<file path="src/rtl/dataproc_dma_pkg.sv">
// Shared register map, control/status bit positions, FSM encoding and bus request type
// for the data-processing DMA sequencer.
package dataproc_dma_pkg;

  localparam logic [3:0] REG_SRC  = 4'h0;
  localparam logic [3:0] REG_DST  = 4'h4;
  localparam logic [3:0] REG_LEN  = 4'h8;
  localparam logic [3:0] REG_CTRL = 4'hC;

  localparam int CTRL_START = 0;
  localparam int CTRL_ABORT = 1;
  localparam int CTRL_IE    = 2;

  localparam int STAT_BUSY = 0;
  localparam int STAT_DONE = 1;
  localparam int STAT_ERR  = 2;
  localparam int STAT_IE   = 3;

  localparam int DMA_WORD_BYTES = 4;

  typedef enum logic [2:0] {
    ST_IDLE,
    ST_RD_MEM,
    ST_WR_ACC,
    ST_RD_ACC,
    ST_WR_MEM,
    ST_NEXT,
    ST_DONE
  } dma_state_t;

  typedef struct packed {
    logic [31:0] addr;
    logic [31:0] wdata;
    logic [3:0]  wstrb;
  } bus_req_t;

  function automatic logic [31:0] apply_strb(input logic [31:0] old_val,
                                             input logic [31:0] wdat,
                                             input logic [3:0]  strb);
    logic [31:0] r;
    r = old_val;
    for (int i = 0; i < 4; i++) begin
      if (strb[i]) r[8*i +: 8] = wdat[8*i +: 8];
    end
    return r;
  endfunction

endpackage

</file>
<file path="src/rtl/dataproc_bus_master.sv">
// Single-transaction native-bus master: valid rises the cycle after req, request held stable
// until ready; valid is withdrawn only on ready or after TIMEOUT_CYCLES unanswered cycles.
module dataproc_bus_master
  import dataproc_dma_pkg::*;
#(
  parameter int TIMEOUT_CYCLES = 1024
) (
  input  logic        clk,
  input  logic        resetn,
  input  logic        req,
  input  bus_req_t    req_dat,
  output logic        valid,
  output logic [31:0] addr,
  output logic [31:0] wdata,
  output logic [3:0]  wstrb,
  input  logic        ready,
  output logic        done,
  output logic        tmo
);

  localparam int CW = $clog2(TIMEOUT_CYCLES + 1);

  logic [CW-1:0] wait_cnt;

  assign done = valid && ready;
  assign tmo  = valid && !ready && (wait_cnt == CW'(TIMEOUT_CYCLES - 1));

  always_ff @(posedge clk or negedge resetn) begin
    if (!resetn) begin
      valid    <= 1'b0;
      addr     <= '0;
      wdata    <= '0;
      wstrb    <= '0;
      wait_cnt <= '0;
    end else if (valid) begin
      if (ready || tmo) valid <= 1'b0;
      else              wait_cnt <= wait_cnt + CW'(1);
    end else if (req) begin
      // Request is latched at launch so the bus sees it stable for the whole handshake.
      valid    <= 1'b1;
      addr     <= req_dat.addr;
      wdata    <= req_dat.wdata;
      wstrb    <= req_dat.wstrb;
      wait_cnt <= '0;
    end
  end

endmodule

</file>
<file path="src/rtl/dataproc_dma_ctrl.sv">
// Register-programmed sequencer: per word reads memory, pushes it through the accelerator,
// writes the result back; 9 cycles/word with zero-wait slaves, stalls on either master's ready.
module dataproc_dma_ctrl
  import dataproc_dma_pkg::*;
#(
  parameter logic [31:0] ACC_DIN_OFF    = 32'h0000_0000,
  parameter logic [31:0] ACC_DOUT_OFF   = 32'h0000_0004,
  parameter int          TIMEOUT_CYCLES = 1024,
  parameter int          LEN_W          = 16
) (
  input  logic        clk,
  input  logic        resetn,
  input  logic        s_valid,
  output logic        s_ready,
  input  logic [3:0]  s_addr,
  input  logic [31:0] s_wdata,
  input  logic [3:0]  s_wstrb,
  output logic [31:0] s_rdata,
  output logic        m_valid,
  input  logic        m_ready,
  output logic [31:0] m_addr,
  output logic [31:0] m_wdata,
  output logic [3:0]  m_wstrb,
  input  logic [31:0] m_rdata,
  output logic        a_valid,
  input  logic        a_ready,
  output logic [31:0] a_addr,
  output logic [31:0] a_wdata,
  output logic [3:0]  a_wstrb,
  input  logic [31:0] a_rdata,
  output logic        irq
);

  dma_state_t       state, state_nxt;
  logic [31:0]      src_q, dst_q, wsrc_q, wdst_q, data_q;
  logic [LEN_W-1:0] len_q, wcnt_q;
  logic             done_q, err_q, ie_q, abort_q;
  logic             reg_acc, reg_wr, ctrl_wr, start_req, dma_busy;
  logic             mem_req, acc_req, mem_done, acc_done, mem_tmo, acc_tmo;
  bus_req_t         mem_req_dat, acc_req_dat;
  logic [31:0]      status, rd_mux;

  assign reg_acc   = s_valid && !s_ready;
  assign reg_wr    = reg_acc && (s_wstrb != 4'h0);
  assign ctrl_wr   = reg_wr && (s_addr == REG_CTRL) && s_wstrb[0];
  assign dma_busy  = (state != ST_IDLE);
  assign start_req = ctrl_wr && !dma_busy && s_wdata[CTRL_START];
  assign irq       = done_q & ie_q;

  always_comb begin
    status            = '0;
    status[STAT_BUSY] = dma_busy && (state != ST_DONE);
    status[STAT_DONE] = done_q;
    status[STAT_ERR]  = err_q;
    status[STAT_IE]   = ie_q;
    status[31:16]     = 16'(wcnt_q);
    case (s_addr)
      REG_SRC:  rd_mux = src_q;
      REG_DST:  rd_mux = dst_q;
      REG_LEN:  rd_mux = 32'(len_q);
      REG_CTRL: rd_mux = status;
      default:  rd_mux = '0;
    endcase
  end

  always_comb begin
    state_nxt   = state;
    mem_req     = 1'b0;
    acc_req     = 1'b0;
    mem_req_dat = '0;
    acc_req_dat = '0;
    case (state)
      ST_IDLE: if (start_req && (len_q != '0)) state_nxt = ST_RD_MEM;
      ST_RD_MEM: begin
        mem_req     = 1'b1;
        mem_req_dat = '{addr: wsrc_q, wdata: 32'h0, wstrb: 4'h0};
        if (mem_tmo)       state_nxt = ST_IDLE;
        else if (mem_done) state_nxt = ST_WR_ACC;
      end
      ST_WR_ACC: begin
        acc_req     = 1'b1;
        acc_req_dat = '{addr: ACC_DIN_OFF, wdata: data_q, wstrb: 4'hF};
        if (acc_tmo)       state_nxt = ST_IDLE;
        else if (acc_done) state_nxt = ST_RD_ACC;
      end
      ST_RD_ACC: begin
        acc_req     = 1'b1;
        acc_req_dat = '{addr: ACC_DOUT_OFF, wdata: 32'h0, wstrb: 4'h0};
        if (acc_tmo)       state_nxt = ST_IDLE;
        else if (acc_done) state_nxt = ST_WR_MEM;
      end
      ST_WR_MEM: begin
        mem_req     = 1'b1;
        mem_req_dat = '{addr: wdst_q, wdata: data_q, wstrb: 4'hF};
        if (mem_tmo)       state_nxt = ST_IDLE;
        else if (mem_done) state_nxt = ST_NEXT;
      end
      // Abort wins over completion so an aborted last word never reports done.
      ST_NEXT: begin
        if (abort_q)                     state_nxt = ST_IDLE;
        else if (wcnt_q == LEN_W'(1))    state_nxt = ST_DONE;
        else                             state_nxt = ST_RD_MEM;
      end
      ST_DONE: state_nxt = ST_IDLE;
      default: state_nxt = ST_IDLE;
    endcase
  end

  always_ff @(posedge clk or negedge resetn) begin
    if (!resetn) state <= ST_IDLE;
    else         state <= state_nxt;
  end

  always_ff @(posedge clk or negedge resetn) begin
    if (!resetn) begin
      s_ready <= 1'b0;
      s_rdata <= '0;
    end else begin
      s_ready <= reg_acc;
      s_rdata <= (reg_acc && (s_wstrb == 4'h0)) ? rd_mux : '0;
    end
  end

  always_ff @(posedge clk or negedge resetn) begin
    if (!resetn) begin
      src_q   <= '0;
      dst_q   <= '0;
      len_q   <= '0;
      wsrc_q  <= '0;
      wdst_q  <= '0;
      wcnt_q  <= '0;
      data_q  <= '0;
      done_q  <= 1'b0;
      err_q   <= 1'b0;
      ie_q    <= 1'b0;
      abort_q <= 1'b0;
    end else begin
      if (reg_wr && !dma_busy) begin
        case (s_addr)
          REG_SRC: src_q <= apply_strb(src_q, s_wdata, s_wstrb) & ~32'h3;
          REG_DST: dst_q <= apply_strb(dst_q, s_wdata, s_wstrb) & ~32'h3;
          REG_LEN: len_q <= LEN_W'(apply_strb(32'(len_q), s_wdata, s_wstrb));
          default: ;
        endcase
      end
      if (ctrl_wr) begin
        ie_q <= s_wdata[CTRL_IE];
        if (dma_busy) begin
          if (s_wdata[CTRL_ABORT]) abort_q <= 1'b1;
        end else if (s_wdata[CTRL_ABORT]) begin
          done_q <= 1'b0;
          err_q  <= 1'b0;
        end
      end
      // A zero-length start completes on the spot without leaving IDLE.
      if (start_req) begin
        wsrc_q  <= src_q;
        wdst_q  <= dst_q;
        wcnt_q  <= len_q;
        abort_q <= 1'b0;
        err_q   <= 1'b0;
        done_q  <= (len_q == '0);
      end
      case (state)
        ST_RD_MEM: if (mem_done) data_q <= m_rdata;
        ST_RD_ACC: if (acc_done) data_q <= a_rdata;
        ST_NEXT: begin
          wsrc_q <= wsrc_q + 32'(DMA_WORD_BYTES);
          wdst_q <= wdst_q + 32'(DMA_WORD_BYTES);
          wcnt_q <= wcnt_q - LEN_W'(1);
        end
        default: ;
      endcase
      if (state_nxt == ST_DONE) done_q <= 1'b1;
      if (mem_tmo || acc_tmo)   err_q  <= 1'b1;
    end
  end

  dataproc_bus_master #(.TIMEOUT_CYCLES(TIMEOUT_CYCLES)) u_mem_master (
    .clk     (clk),
    .resetn  (resetn),
    .req     (mem_req),
    .req_dat (mem_req_dat),
    .valid   (m_valid),
    .addr    (m_addr),
    .wdata   (m_wdata),
    .wstrb   (m_wstrb),
    .ready   (m_ready),
    .done    (mem_done),
    .tmo     (mem_tmo)
  );

  dataproc_bus_master #(.TIMEOUT_CYCLES(TIMEOUT_CYCLES)) u_acc_master (
    .clk     (clk),
    .resetn  (resetn),
    .req     (acc_req),
    .req_dat (acc_req_dat),
    .valid   (a_valid),
    .addr    (a_addr),
    .wdata   (a_wdata),
    .wstrb   (a_wstrb),
    .ready   (a_ready),
    .done    (acc_done),
    .tmo     (acc_tmo)
  );

endmodule

</file>
<file path="config.mk">
export PLATFORM = sky130hd
export DESIGN_NAME = dataproc_dma_ctrl
export DESIGN_NICKNAME = d
export VERILOG_FILES = /design/src/rtl/dataproc_dma_pkg.sv /design/src/rtl/dataproc_bus_master.sv /design/src/rtl/dataproc_dma_ctrl.sv
export SDC_FILE = /design/constraint.sdc
export NUM_CORES = 1
export LEC_CHECK = 0
export ABC_AREA = 1
export ABC_CLOCK_PERIOD_IN_PS = 2450
export BUFFER_PORTS_ARGS = -buffer_cell sky130_fd_sc_hd__buf_2
export CORE_MARGIN = 1
export CORE_UTILIZATION = 55
export CTS_BUF_LIST = sky130_fd_sc_hd__clkbuf_4 sky130_fd_sc_hd__clkbuf_8 sky130_fd_sc_hd__clkbuf_16
export CTS_CLUSTER_DIAMETER = 30
export DETAILED_ROUTE_END_ITERATION = 6
export PLACE_DENSITY_LB_ADDON = 0.25
export SYNTH_ARGS = -nofsm -noshare
export SYNTH_HDL_FRONTEND = slang
export SYNTH_SLANG_ARGS = --single-unit
</file>
<file path="constraint.sdc">
create_clock -name clk -period 2.45 [get_ports clk]
set_clock_uncertainty 0.2 [all_clocks]
set_input_delay 0.1225 -clock clk [delete_from_list [all_inputs] [get_ports clk]]
set_output_delay 0.1225 -clock clk [all_outputs]
set_load 0.02 [all_outputs]
</file>
==> flow_summary.json, run 1 <==
{
  "synth.distinct_cells": 37,
  "async_flop_share": 1.000,
  "gp_congestion": 1.005,
  "layout-drive-gt1-share": 0.1678,
  "worstSetupPathType": "reg -> reg",
  "dieArea_sq_mm": 0.03295,
  "hpwl_um": 41340,
  "cts_tree": "yes",
  "cellPowerDensity_mw_per_mm2": 991.9,
  "grt_pass1_vias": 18230,
  "r2r_cells": 8,
  "yosys-top-cells-count": "793 x nand2_1, 346 x dfrtp_1, 272 x inv_1",
  "maxCapViolations": 0,
  "row_count": 65,
  "ys.flop_type": "dfrtp_1",
  "post-cts-setup-buffers": 0,
  "routed_wl_um": 63930,
  "hold_class": "in -> reg",
  "grt-ovfl-total": 0,
  "clk_latency_ps": 600,
  "drtIter0Drc": 1813,
  "synth_seq_area_share": 0.4884,
  "setup_tns_ps": 0,
  "die_w_um": 181.5,
  "fin_crit_sh": 0.9439,
  "setup_slack_ps": 137.5,
  "synthTopCellsByArea": "dfrtp_1 49%, nand2_1 17%, nand3_1 6.9%",
  "synth_area_per_cell_sq_um": 7.439,
  "fin_cells": 3239,
  "cts_buffers": 80,
  "tightest_slew_ps": 679.3,
  "htreeDepth": 3,
  "place_ws_ps": 176.4,
  "dp.cells": 2980,
  "die_h_um": 181.5,
  "insertedDiodeCount": 0,
  "cts_buffer_depth": 3,
  "ys_ff_latch": 346,
  "vias_per_cell": 5.774,
  "crit_path_start_kind": "flop",
  "grt_pass1_wl_um": 99320,
  "io_buffers": 249,
  "antenna_found_initial": 0,
  "core_sq_mm": 0.03164,
  "slew_headroom": 0.5460,
  "drc": 0,
  "postSynthCellCount": 2383,
  "final_nets": 2885,
  "io_pins": 281,
  "power.leakage_nw": 11.91,
  "status": "completed",
  "vdd_drop_max_v": 0.0009305,
  "clk_pin_slew_worst_paths_ps": 50,
  "critical_path_required_ps": 2780,
  "holdPathStages": 4,
  "setup-violations-final": 0,
  "dr.pass1.iters": 6,
  "syn_area_sq_mm": 0.01773,
  "finalMaxSlewViolations": 0,
  "endpoint_kind": "flop",
  "grt_max_degree": 83,
  "synth_top_cell_area_share": 0.4884,
  "vias": 18700,
  "root_buffer": "clkbuf_16",
  "antenna_left": 0,
  "fmax_mhz": 432.4,
  "rsz0062_at_grt": "no",
  "clock_sinks": 346,
  "initial_core_util": 0.5603,
  "hold_ws_ps": 125.0,
  "period_minus_slack_ps": 2313,
  "area_growth_pct": 31.51,
  "crit_arrival_ps": 2650,
  "netlist.top_cell.by_area": "dfrtp_1",
  "n_fill_cell": 2321,
  "avgRoutedWirePerCell_um": 19.74,
  "yosys_warnings": 0,
  "crit_fanout": 15,
  "yosysMostFrequentCell": "nand2_1",
  "gr-usage-all-layers": 0.3897,
  "hold_viol": 0,
  "synth_edf_count": 0
}
## layer usage
layer  share of wire  global-route usage  up-vias
met5               0                   0        -
met4           0.060              0.2210        0
met3           0.090             0.07882      267
met2            0.47              0.6369     1185
met1            0.38              0.4836     8880
li1                -                   -     8371
## path summary, 6_finish.rpt
kind,from,end,slack (ps)
setup / recovery,state[1],wsrc_q[16],140
hold / removal,m_rdata[29],data_q[29],120
setup reg to reg,state[1],wsrc_q[16],140
hold reg to reg,u_mem_master.addr[22],u_mem_master.addr[22],270
max in group asynchronous,resetn,data_q[12],800
min in group asynchronous,resetn,s_rdata[8],390
## layout make-up
| cell class | instances | area (sq um) | area share |
|---|---|---|---|
| multi-input combinational | 1655 | 7461 | 0.3200 |
| clock inverter | 48 | 574.3 | 0.02463 |
| clock buffer | 101 | 2228 | 0.09558 |
| inverter | 278 | 1044 | 0.04476 |
| sequential | 346 | 8658 | 0.3714 |
| tap | 402 | 503.0 | 0.02157 |
| timing repair buffer | 409 | 2845 | 0.1220 |
## kinds of logic (layout without fill, tap and decap cells)
kind of cell,Yosys count,in the layout,synth area share
AOI/OAI and AO/OA,324,324,0.1038
and+or+nand+nor,1282,1282,0.2991
xor gates and xnor gates,12,12,0.005929
adders and majority gates,6,6,0.004235
other,1,31,0.0002115
DFF,346,346,0.4884
buffers and inverters,412,836,0.09832
## sequential cells by signal (all words and copies together), names as in the netlist, 11 cells and up
register,cells
dst_q,30
wdst_q,30
u_mem_master.wait_cnt,11
wsrc_q,30
data_q,32
u_mem_master.wdata,32
src_q,30
u_acc_master.wait_cnt,11
wcnt_q,16
u_acc_master.wdata,32
len_q,16
u_mem_master.addr,31
s_rdata,32
## report_power, final
group | internal [mW] | total (mW) | switching (mW)
logic | 1.41 | 4.57 | 3.16
clock network | 7.24 | 10.9 | 3.63
registers | 6.72 | 7.68 | 0.957
total | 15.4 | 23.1 | 7.75
## layout by cell type, fill, tap and decap left out, types with 41 or more instances in the layout
| cell | Yosys | layout |
|---|---|---|
| buf_4 | 41 | 41 |
| o21ai_0 | 195 | 195 |
| o22ai_1 | 41 | 41 |
| nor2_1 | 199 | 199 |
| nand3_1 | 246 | 244 |
| dlygate4sd3_1 | 0 | 110 |
| dfrtp_1 | 346 | 346 |
| nand2_1 | 793 | 793 |
| buf_2 | 28 | 248 |
| clkbuf_16 | 0 | 80 |
| inv_1 | 272 | 272 |
## per-stage QoR
step | area [sq um] | utilization | power, mW
3_5_place_dp | 19400 | 0.6132 | 11.85
5_1_grt | 23310 | 0.7369 | 23.96
2_1_floorplan | 17840 | - | 10.19
3_3_place_gp | 19400 | 0.6132 | 11.74
6_report | 23310 | 0.7369 | 23.12
4_1_cts | 23300 | 0.7366 | 22.89
## repair_timing
item                       CTS  global route
setup endpoints to repair    0            14
hold endpoints to repair   509             0
resized for setup            0             2
hold buffers               110             0
## critical path: stages, from the launching register on
cell	delay (ps)
dfrtp_1	400
nor2_1	140
nand2_1	210
nor2_8	180
buf_4	280
nand3_1	220
o21ai_0	440
nand2_1	110
nand2_1	80
Power figures use the tool's default switching activity.
==> inputs of run 2 (changes only) <==
Settings changed: CTS_BUF_LIST sky130_fd_sc_hd__clkbuf_4 sky130_fd_sc_hd__clkbuf_8 sky130_fd_sc_hd__clkbuf_16 to sky130_fd_sc_hd__clkbuf_4 sky130_fd_sc_hd__clkbuf_8, RECOVER_POWER set to 50.
==> flow_summary.json, run 2 (same netlist as run 1, synthesis figures left out) <==
{
  "status": "completed",
  "final_common_cell": "nand2_1",
  "core_sq_mm": 0.03164,
  "worstSetupPathType": "in -> reg",
  "crit_chain": "dlygate4sd3_1 -> buf_2 -> nor2_4 -> dlygate4sd3_1 -> nand3_1 -> inv_1 -> buf_6 -> nand3_1 -> o21ai_1 -> nand2_1 -> nand2_1",
  "p_comb_frac": 0.220,
  "clk_latency_ps": 640,
  "seq_area_sq_mm": 0.008658,
  "rr_startpoint": "state[2]",
  "io_pins": 281,
  "finalMaxSlewViolations": 0,
  "io_buffers": 249,
  "grt-ovfl-total": 0,
  "fmax_mhz": 411.0,
  "seqPwrFrac": 0.375,
  "postPlaceCellArea_sq_mm": 0.01940,
  "final_cell_mix": "792 x nand2_1, 346 x dfrtp_1, 270 x inv_1",
  "swShare": 0.3458,
  "power.leakage_nw": 11.26,
  "final_nets": 2889,
  "endpoint_kind": "flop",
  "cts_buffer_depth": 3,
  "avgRoutedWirePerCell_um": 18.94,
  "startpoint": "s_addr[0]",
  "final_area_sq_mm": 0.02245,
  "drc": 0,
  "grt_pass1_vias": 17850,
  "insertedDiodeCount": 0,
  "vias": 18280,
  "routed_wl_um": 61460,
  "hold_ws_ps": 55.28,
  "clock_sinks": 346,
  "die_h_um": 181.5,
  "vdd_drop_max_v": 0.0006724,
  "setup-violations-final": 0,
  "period_minus_slack_ps": 2433,
  "hold_viol": 0,
  "grt_max_degree": 83,
  "vias_per_cell": 5.632,
  "cts_tree": "yes",
  "root_buffer": "clkbuf_8",
  "cts_buffers": 82,
  "clk_pin_slew_worst_paths_ps": 60,
  "gr-usage-all-layers": 0.3778,
  "cp_slowest_stage_delay_ps": 640,
  "multi_input_area_sq_mm": 0.007468,
  "antenna_found_initial": 0,
  "slew_headroom": 0.04342,
  "gp_congestion": 1.005,
  "hpwl_um": 41340,
  "dieArea_sq_mm": 0.03295,
  "rsz0062_at_grt": "yes",
  "dr.pass1.iters": 6,
  "drtIter0Drc": 1840,
  "die_w_um": 181.5,
  "area_growth_pct": 26.62,
  "crit_path_start_kind": "primary input",
  "antenna_left": 0,
  "hold_class": "in -> reg",
  "post-cts-setup-buffers": 0,
  "maxCapViolations": 0,
  "min_from": "s_addr[1]",
  "htreeDepth": 3,
  "crit_arrival_ps": 2810,
  "crit_fanout": 21,
  "row_count": 65,
  "fin_util": 0.7095,
  "cellPowerDensity_mw_per_mm2": 906.3,
  "fin_crit_sh": 0.9930,
  "p_sw_mw": 7.035,
  "initial_core_util": 0.5603,
  "tightest_slew_ps": 1435,
  "grt_pass1_wl_um": 96570,
  "intPower_mw": 13.31,
  "n_fill_cell": 2516,
  "clkPwrFrac": 0.405,
  "layout-drive-gt1-share": 0.1470,
  "critical_path_required_ps": 2830,
  "critPathSlowestCell": "dlygate4sd3_1"
}
run 2: cell count changes in the layout (fill, tap and decap cells not counted), moves of 3 or more:
| cell | delta |
|---|---|
| inv_8 | +3 |
| o21ai_1 | +6 |
| clkbuf_16 | -80 |
| clkinv_2 | -3 |
| buf_12 | -4 |
| buf_2 | -67 |
| bufinv_16 | +5 |
| clkbuf_1 | +67 |
| o21ai_0 | -6 |
| inv_6 | -3 |
| clkbuf_8 | +90 |
| clkbuf_4 | +3 |
run 2: power by group through the flow:
stage / clock network [mW] / registers (mW) / logic [mW]
2_1_floorplan: 0 / 7.78 / 2.41
3_3_place_gp: 0 / 7.62 / 4.12
3_5_place_dp: 0 / 7.64 / 4.21
4_1_cts: 8.29 / 7.58 / 4.39
5_1_grt: 8.62 / 7.74 / 4.90
6_report: 8.24 / 7.63 / 4.47
run 2: stage by stage:
stage               worst slack [ps]  setup TNS [ps]  instances  power, mW
floorplan                      599.1               0       2413      10.19
global placement               295.6               0       2980      11.74
global route                  -17.87          -17.87       3245      21.27
CTS                            16.82               0       3245      20.26
detailed placement             176.4               0       2980      11.85
finish                         17.17               0       3245      20.34
run 2: what timing repair did:
item / in CTS / in global routing
hold endpoints to repair: 520 / 0
hold buffers: 112 / 0
resized for setup: 0 / 14
setup endpoints to repair: 0 / 43
run 2: final timing paths:
check / to / slack, ps / cells past startpoint
max: wsrc_q[16] / 20 / 11
min: s_rdata[11] / 60 / 7
max reg2reg: data_q[22] / 190 / 8
min reg2reg: u_mem_master.addr[22] / 270 / 2
max in group asynchronous: src_q[28] / 270 / 4
min in group asynchronous: s_rdata[14] / 680 / 4
run 2: critical path, delay by kind of cell:
kind,cells,cell delay (ps)
compound gates,1,330
buf+inv,5,1690
simple gates,5,660
run 2: area by class of cell:
class                   instances  share of cell area
flip-flops and latches        346              0.3857
multi-input cells            1655              0.3327
repair buffers                411              0.1213
clock buffers                 110             0.06494
inverters                     278             0.04654
clock inverters                43             0.02637
well taps                     402             0.02241
run 2: layer usage:
layer,vias to the layer above,track usage,wire length (um)
met1,8718,0.4739,24160
met3,232,0.08604,5313
met2,960,0.6025,28370
met4,0,0.2173,3618
li1,8365,-,-
met5,-,0.005926,0
==> inputs of run 3 (changes only) <==
Settings changed: SYNTH_HIERARCHICAL set to 1.
==> flow_summary.json, run 3 <==
{
  "final_area_sq_mm": 0.02437,
  "rsz0062_at_grt": "no",
  "final_nets": 3186,
  "area_growth_pct": 26.86,
  "hpwl_um": 44010,
  "yosys-top-cells-count": "1030 x nand2_1, 384 x dfrtp_1, 269 x nor2_1",
  "postPlaceCellArea_sq_mm": 0.02140,
  "top_layer_used": "met5",
  "dieArea_sq_mm": 0.03568,
  "cts_tree": "yes",
  "final_cell_mix": "1029 x nand2_1, 384 x dfrtp_1, 269 x nor2_1",
  "grt_max_degree": 78,
  "clk_pin_slew_worst_paths_ps": 60,
  "io_buffers": 280,
  "root_buffer": "clkbuf_8",
  "critPathBufInv": 4,
  "clock_sinks": 384,
  "fin_cells": 3595,
  "antenna_found_initial": 2,
  "postSynthCellCount": 2600,
  "reg2reg_to": "data_q[5]",
  "route.met2.wl_um": 29570,
  "avgRoutedWirePerCell_um": 18.02,
  "synth_area_per_cell_sq_um": 7.388,
  "clk_latency_ps": 650,
  "die_h_um": 188.9,
  "syn_area_sq_mm": 0.01921,
  "vias": 19470,
  "htreeDepth": 3,
  "final_common_cell": "nand2_1",
  "io_pins": 281,
  "netlist.top_cell.by_area": "dfrtp_1",
  "cts_buffer_depth": 3,
  "holdPathEnd": "data_q[26]",
  "met1Wirelength_um": 26970,
  "finalMaxSlewViolations": 0,
  "fin_crit_sh": 0.9557,
  "routed_wl_um": 64800,
  "hold_class": "in -> reg",
  "path_delay_family": "buffers and inverters",
  "synthTopCellsByArea": "dfrtp_1 50%, nand2_1 20%, nor2_1 5.3%",
  "grt_pass1_vias": 18990,
  "layout-drive-gt1-share": 0.1497,
  "die_w_um": 188.9,
  "async_flop_share": 1.000,
  "endpoint_kind": "flop",
  "crit_fanout": 33,
  "gp_congestion": 0.9809,
  "worstSetupPathType": "reg -> reg",
  "drc": 0,
  "holdPathStages": 4,
  "critical_path_required_ps": 2810,
  "r2r_slack_ps": 110,
  "dr_wl_met3_um": 5266,
  "crit_arrival_ps": 2700,
  "status": "completed",
  "min_from": "m_rdata[26]",
  "drtIter0Drc": 1852,
  "synth.distinct_cells": 42,
  "cts_buffers": 85,
  "maxCapViolations": 0,
  "row_count": 68,
  "setup-violations-final": 0,
  "cp_slowest_stage_delay_ps": 550,
  "critPathSlowestCell": "dlygate4sd3_1",
  "core_sq_mm": 0.03446,
  "grt-ovfl-total": 0,
  "tightest_slew_ps": 1062,
  "crit_cells": 7,
  "cellPowerDensity_mw_per_mm2": 711.9,
  "r2r_cells": 7,
  "fin_util": 0.7072,
  "yosysMostFrequentCell": "nand2_1",
  "synth_top_cell_area_share": 0.5003,
  "antenna_left": 0,
  "yosys_warnings": 6,
  "gr-usage-all-layers": 0.3657,
  "rr_startpoint": "state[2]",
  "period_minus_slack_ps": 2341,
  "synth_seq_area_share": 0.5003,
  "setup_tns_ps": 0,
  "synth_edf_count": 0,
  "ys.flop_type": "dfrtp_1",
  "vias_per_cell": 5.416,
  "fmax_mhz": 427.1,
  "crit_chain": "inv_2 -> nand3_2 -> inv_1 -> buf_6 -> nand2_1 -> a31oi_1 -> dlygate4sd3_1",
  "slew_headroom": 0.2923,
  "crit_path_start_kind": "flop",
  "vdd_drop_max_v": 0.0006448,
  "initial_core_util": 0.5574,
  "dr.pass1.iters": 6,
  "dp.cells": 3324,
  "hold_viol": 0,
  "grt_pass1_wl_um": 101700,
  "power.leakage_nw": 12.34,
  "ys_ff_latch": 384
}
run 3: changes by cell type after synthesis, moves of 6 or more:
cell	previous run	this run
buf_2	28	35
buf_4	41	13
clkbuf_1	55	45
dfrtp_1	346	384
inv_1	272	263
nand2_1	793	1030
nand2_2	2	9
nand3_1	246	174
nand3_2	0	6
nand4_1	20	13
nor2_1	199	269
nor2_2	2	9
nor3_1	6	12
o21ai_0	195	152
run 3: logic make-up after synthesis:
| group | Yosys count | share of synthesized area |
|---|---|---|
| buffers and inverters | 377 | 0.08149 |
| and+or+nand+nor | 1538 | 0.3236 |
| DFF | 384 | 0.5003 |
| adders and majority gates | 6 | 0.003908 |
| AOI/OAI and AO/OA | 287 | 0.08735 |
| xor gates and xnor gates | 7 | 0.003192 |
| other | 1 | 0.0001952 |
run 3: how the worst max path moves through the flow:
stage,to,slack (ps),from
after floorplan,u_mem_master/addr[2],390,state[1]
after global placement,wdst_q[14],290,state[1]
after detailed placement,wdst_q[14],230,state[1]
after CTS,data_q[6],110,state[2]
after global routing,wsrc_q[18],30,state[1]
final,data_q[5],110,state[2]
run 3: report_power, final:
| part | switching (mW) | leakage (nW) | internal [mW] | total (mW) |
|---|---|---|---|---|
| combinational | 1.09 | 6.37 | 0.631 | 1.72 |
| clock | 3.20 | 1.03 | 5.11 | 8.32 |
| sequential | 0.526 | 4.94 | 6.78 | 7.31 |
| total | 4.82 | 12.3 | 12.5 | 17.3 |
run 3: tightest hold or removal path: cells and delay by family:
kind / cells / cell delay (ps)
buffers and inverters: 2 / 630
AO/OA/AOI/OAI: 1 / 70
AND/OR/NAND/NOR: 1 / 50
run 3: area by class of cell:
class / instances / area, sq um
Inverter: 275 / 1042
Clock buffer: 109 / 1406
Tap cell: 455 / 569.3
Clock inverter: 46 / 600.6
Timing Repair Buffer: 454 / 2968
Multi-Input combinational cell: 1871 / 8169
Antenna cell: 1 / 2.502
Sequential cell: 384 / 9609
Fill cell: 2754 / 10090
run 3: what timing repair did:
item | 4_1_cts | 5_1_grt
gates resized for setup | 0 | 2
endpoints found under the hold margin | 566 | 0
buffers inserted | 0 | 1
hold buffers | 114 | 0
setup endpoints to repair | 0 | 6
run 3: per-stage QoR:
| stage | hold slack, ps | power (mW) | setup slack, ps |
|---|---|---|---|
| after floorplan | -373.1 | 8.152 | 389.4 |
| after global placement | -101.0 | 8.900 | 291.6 |
| after detailed placement | -97.36 | 8.945 | 225.0 |
| after CTS | 33.53 | 17.37 | 113.5 |
| after global routing | 84.22 | 17.96 | 31.43 |
| final | 86.41 | 17.35 | 108.6 |
run 3: per-layer routing:
metal	vias up	track usage
met4	2	0.1762
met2	970	0.5638
met3	223	0.07785
met5	-	0
met1	9165	0.4934
li1	9109	-
